===== src/rtl/data_mem_arbiter.sv =====
// ============================================================================
// data_mem_arbiter : shares DataRam port A between CPU LSU and debug master
// Rev 1.0
// ============================================================================
`default_nettype none

module data_mem_arbiter #(
  parameter int PRIO_MODE = 0
) (
  input  logic        clk,
  input  logic        rst_n,
  // CPU load/store unit
  input  logic        c_valid_i,
  output logic        c_ready_o,
  input  logic [31:0] c_addr_i,
  input  logic [3:0]  c_we_i,
  input  logic [31:0] c_wdata_i,
  output logic        c_rvalid_o,
  output logic [31:0] c_rdata_o,
  output logic        c_err_o,
  // debug / loader master
  input  logic        d_valid_i,
  output logic        d_ready_o,
  input  logic [31:0] d_addr_i,
  input  logic [3:0]  d_we_i,
  input  logic [31:0] d_wdata_i,
  output logic        d_rvalid_o,
  output logic [31:0] d_rdata_o,
  output logic        d_err_o,
  // DataRam port A
  output logic [29:0] mem_addr_o,
  output logic [3:0]  mem_we_o,
  output logic [31:0] mem_wd_o,
  input  logic [31:0] mem_rd_i
);

  typedef enum logic [1:0] {
    S_IDLE  = 2'd0,
    S_ISSUE = 2'd1,
    S_RESP  = 2'd2
  } state_e;

  state_e      state_q, state_d;
  logic        owner_q;        // 1 = debug master owns the current access
  logic        last_d_q;       // 1 = debug master was granted last
  logic [29:0] mem_addr_q;
  logic [31:0] mem_wd_q;
  logic [3:0]  we_q;
  logic        err_q;

  logic        grant_c, grant_d;
  logic        hs;
  logic [31:0] sel_addr;
  logic [3:0]  sel_we;
  logic [31:0] sel_wdata;
  logic [1:0]  sel_off;
  logic [7:0]  mask8;
  logic        misaligned;
  logic [3:0]  lane_we;

  // CPU takes a tie when priority is fixed or when debug was served last.
  assign grant_c = c_valid_i & (~d_valid_i | (PRIO_MODE != 0) | last_d_q);
  assign grant_d = d_valid_i & ~grant_c;

  assign sel_addr  = grant_c ? c_addr_i  : d_addr_i;
  assign sel_we    = grant_c ? c_we_i    : d_we_i;
  assign sel_wdata = grant_c ? c_wdata_i : d_wdata_i;
  assign sel_off   = sel_addr[1:0];

  // A mask shifted past lane 3 would straddle words; such stores are refused.
  assign mask8      = {4'b0000, sel_we} << sel_off;
  assign misaligned = (sel_we != 4'b0000) && (mask8[7:4] != 4'b0000);
  assign lane_we    = misaligned ? 4'b0000 :
                      (sel_we == 4'b1111) ? 4'b1111 : mask8[3:0];

  always_comb begin
    state_d   = state_q;
    c_ready_o = 1'b0;
    d_ready_o = 1'b0;
    hs        = 1'b0;
    case (state_q)
      S_IDLE: begin
        c_ready_o = rst_n & grant_c;
        d_ready_o = rst_n & grant_d;
        hs        = rst_n & (grant_c | grant_d);
        if (hs) state_d = S_ISSUE;
      end
      S_ISSUE: state_d = S_RESP;
      S_RESP:  state_d = S_IDLE;
      default: state_d = S_IDLE;
    endcase
  end

  always_ff @(posedge clk) begin
    if (!rst_n) begin
      state_q    <= S_IDLE;
      owner_q    <= 1'b0;
      last_d_q   <= 1'b1;
      mem_addr_q <= 30'd0;
      mem_wd_q   <= 32'd0;
      we_q       <= 4'b0000;
      err_q      <= 1'b0;
    end else begin
      state_q <= state_d;
      if (hs) begin
        owner_q    <= grant_d;
        last_d_q   <= grant_d;
        mem_addr_q <= sel_addr[31:2];
        mem_wd_q   <= sel_wdata << {sel_off, 3'b000};
        we_q       <= lane_we;
        err_q      <= misaligned;
      end
    end
  end

  assign mem_addr_o = mem_addr_q;
  assign mem_wd_o   = mem_wd_q;
  assign mem_we_o   = (state_q == S_ISSUE) ? we_q : 4'b0000;

  assign c_rvalid_o = (state_q == S_RESP) & ~owner_q;
  assign d_rvalid_o = (state_q == S_RESP) &  owner_q;
  assign c_rdata_o  = c_rvalid_o ? mem_rd_i : 32'd0;
  assign d_rdata_o  = d_rvalid_o ? mem_rd_i : 32'd0;
  assign c_err_o    = c_rvalid_o & err_q;
  assign d_err_o    = d_rvalid_o & err_q;

endmodule

`default_nettype wire


===== config.mk =====
export PLATFORM = sky130hd
export DESIGN_NAME = data_mem_arbiter
export DESIGN_NICKNAME = d
export VERILOG_FILES = /design/src/rtl/data_mem_arbiter.sv
export SDC_FILE = /design/constraint.sdc
export NUM_CORES = 1
export LEC_CHECK = 0
export ABC_AREA = 1
export CORE_ASPECT_RATIO = 0.6
export CORE_MARGIN = 10
export CORE_UTILIZATION = 36
export CTS_BUF_LIST = sky130_fd_sc_hd__clkbuf_4
export DETAILED_ROUTE_END_ITERATION = 7
export PLACE_DENSITY = 0.87
export SLEW_MARGIN = 20
export SYNTH_ARGS = -nofsm -noshare
export SYNTH_HDL_FRONTEND = slang
export SYNTH_SLANG_ARGS = --single-unit

===== constraint.sdc =====
create_clock -name clk -period 1.8 [get_ports clk]
set_input_delay 0.36 -clock clk [delete_from_list [all_inputs] [get_ports clk]]
set_output_delay 0.36 -clock clk [all_outputs]
set_load 0.02 [all_outputs]

==> summary.txt <==
Floorplanning
  • Total core area: between 0.01 and 0.015 sq mm
  • DIE WIDTH: about 160 um
  • DIE AREA: 0.01700 sq mm
  • # rows: 30
  • Chip height: 105.1 um
  • I/O Pins: approximately 300
  • Starting density of the core: 37.68%

Synthesis
  • Yosys warns: 0
  • Post-synthesis mux area share: approximately 7.8%
  • Post-synth EDFFs: 0
  • Most common cell in the netlist: nand2_1
  • Biggest area consumer among synthesized cells: dfxtp_1
  • Largest family of logic cells by synthesized area: simple AND/OR/NAND/NOR gates
  • Synth Area in Simple Gates: approximately 28%
  • Commonest cells post-synth: 120 x nand2_1, 93 x nor2_1, 80 x inv_1
  • Syn avg cell area: about 6.6 sq um
  • Area contributors post-synth: dfxtp_1 33%, nand2_1 10%, nor2_1 8.0%, mux2i_1 7.8%, inv_1 6.9%
  • Register area share after synthesis: 32.74%
  • Synth Area in Compound Gates: roughly 17%
  • Synthesized area: ~0.0043 sq mm
  • FF+latch count, synth: just over 70
  • Unique masters post-synth: 32
  • XOR/XNOR share of the synthesized area: 0%
  • Dominant synthesized flop cell: dfxtp_1
  • Synth Area in Adders: 0%
  • Synthesized Nets: 830
  • Share of the synthesized area in the top cell type: 32.74%
  • Cell count after synthesis: roughly 660
  • Asr flop ratio synth: 0%

Clock network
  • Clock buffer depth: 2
  • Clock-pin slew on the worst setup and hold paths: between 0.1 and 0.15 ns
  • Clock Tree Root: clkbuf_4
  • CTS Hold Bufs: 0
  • Total CTS buffers: 9
  • CTS tree: done
  • H-tree depth: 3
  • Clock sink total: slightly above 70
  • Worst skew pair latency: 0.42 ns

STA
  • Worst-margin pin slew: 0.5576 ns
  • Max-slew headroom: between 60% and 70%
  • Fin. Hold Viols: 0
  • Clock Skew: around 0.019 ns
  • Slew Viols, Final: 0
  • Period utilization: 118.8%
  • Min Tclk post-route: ~2.1 ns
  • Final setup viols: 91
  • Unrepaired setup endpoints after global routing: yes
  • Final setup margin: -0.3384 ns
  • Max Freq: roughly 470 MHz

Setup path
  • Required time worst endpoint: between 1 and 1.5 ns
  • Crit Path Category: in2out
  • Worst EP arrival: 1.78 ns
  • Cell family with most CP delay: buffers and inverters
  • Max incr delay on CP: approximately 0.48 ns
  • Cell Chain, Critical Path: clkdlybuf4s50_1 > buf_6 > inv_2 > nor4_1 > buf_4
  • R2r worst-path depth: 12
  • Worst Path Max Fanout: 4
  • Worst Path Buf+Inv: 4
  • Slowest cell on the critical path: nor4_1
  • CP Depth: 5
  • Critical Path Sink Type: primary output
  • Critical path startpoint category: input pin

Global routing
  • First-pass GRT wire length: between 30000 and 40000 um
  • Initial antenna violation count: 1
  • Overflow after GRT: 0
  • Vias in the first global route: ~5700
  • Largest net degree at the start of global routing: 76
  • GRT Total Usage: between 20% and 30%

Min path
  • Hold WC Path Type: reg2reg
  • Hold Path Depth: 2

Pwr
  • Leakage power: 4.549 nW
  • VDD IR max: roughly 0.4 mV
  • P per Cell Area: just under 600 mW/mm^2

Layout
  • Final Net Count: about 1200
  • Post-Layout Cell Count: about 1200
  • Layout cell share with drive strength beyond 1: 30.63%
  • Area grow syn2layout: 112.0%
  • Fin area: between 0.009 and 0.01 sq mm

Run status
  • Status: finished, violations left
  • Failing checks: negative setup slack

Route
  • 1st-pass router iterations: 5
  • Routed wire length: 26320 um
  • Post-route ant nets: 0
  • Vias per inst: 5.317
  • DRC viols: 0
  • Total number of vias: around 6300
  • Wire per inst: ~22 um
  • Iteration-0 DRC Markers: between 500 and 600

Flow run
  • Max Cap Viol: 0

Placed design
  • Hpwl dp: 16750 um
  • DP Area: between 0.007 and 0.008 sq mm
  • Dpl cells: ~1100
  • I/O Buffers: about 310
  • GPL Wtd Cong: 0.9273
==> per-stage QoR <==
| step | hold WS, ns | setup WS, ns | setup TNS (ns) | power (W) | util (%) |
|---|---|---|---|---|---|
| final | 0.4708 | -0.3384 | -13.93 | 0.005326 | 79.87 |
| after global routing | 0.4934 | -0.3867 | -21.45 | 0.005552 | 79.87 |
| after CTS | 0.4528 | -0.1424 | -7.186 | 0.004944 | 69.69 |
| after detailed placement | 0.4590 | -0.5820 | -44.07 | 0.003578 | 67.34 |
| after global placement | 0.4545 | -0.4900 | -38.08 | 0.003542 | 67.34 |
| after floorplan | 0.4453 | -0.2113 | -12.90 | 0.002650 | - |
==> final cells by class <==
class	instances	area [sq um]
antenna	1	2.502
tap	160	200.2
multi-input combinational	457	2917
clock inverter	7	127.6
sequential	71	1429
fill	684	2320
inverter	85	334.1
timing repair buffer	393	4126
clock buffer	9	67.56
==> path summary, 6_finish.rpt <==
| kind | startpoint | end | slack (ns) |
|---|---|---|---|
| setup / recovery | rst_n | c_ready_o | -0.34 |
| hold / removal | mem_wd_o[0]$_SDFFE_PN0P_ | mem_wd_o[0]$_SDFFE_PN0P_ | 0.47 |
| setup reg to reg | state_q[1]$_SDFFE_PN0P_ | we_q[3]$_SDFFE_PN0P_ | -0.19 |
| hold reg to reg | mem_wd_o[0]$_SDFFE_PN0P_ | mem_wd_o[0]$_SDFFE_PN0P_ | 0.47 |
==> cell families after synthesis <==
logic type / Yosys count
compound gates: 136
mux: 34
buf+inv: 130
flops: 71
simple gates: 287
==> state kept, by name (all words and copies together), names as in the netlist <==
| register | cells |
|---|---|
| err_q | 1 |
| last_d_q | 1 |
| owner_q | 1 |
| mem_addr_o | 30 |
| state_q | 2 |
| we_q | 4 |
| mem_wd_o | 32 |
==> report_power, final <==
group,switching [W],internal [W],leakage (nW)
sequential,0.0000744,0.00170,0.584
clock,0.000652,0.000725,0.103
combinational,0.00112,0.00105,3.86
total,0.00185,0.00348,4.55
==> worst reg2reg max path: cells and delay by family (launching register included) <==
kind                   cells  cell delay (ns)
buffers and inverters      6             0.76
AND/OR/NAND/NOR            5             0.65
flip-flops                 1             0.37
AO/OA/AOI/OAI              1             0.16
==> routing by layer <==
| metal | wire (um) | up-vias | global-route usage, % | share of wire (%) |
|---|---|---|---|---|
| met3 | 3233 | 97 | 9.365 | 12 |
| met1 | 9159 | 2890 | 24.02 | 35 |
| met2 | 12720 | 446 | 42.37 | 48 |
| met5 | 0 | - | 0 | 0 |
| li1 | - | 2857 | - | - |
| met4 | 1209 | 0 | 6.145 | 4.6 |
==> repair_timing <==
| action | 4_1_cts | 5_1_grt |
|---|---|---|
| pin swaps | 3 | 31 |
| resized for setup | 482 | 222 |
| setup endpoints to repair | 129 | 144 |
| buffers inserted | 2 | 29 |
| gates cloned | 1 | 7 |
==> cell usage in the layout, fill, tap and decap left out, drive strengths merged, types with 16 or more instances in the layout <==
master,n
nand3,51
buf,153
inv,87
clkbuf,16
mux2i,34
o21ai,62
a21oi,53
dlygate4sd2,42
nand2,127
nor2,95
clkdlybuf4s50,171
dfxtp,71
dlymetal6s2s,20
Note: power is estimated with default switching activity, not from simulation.
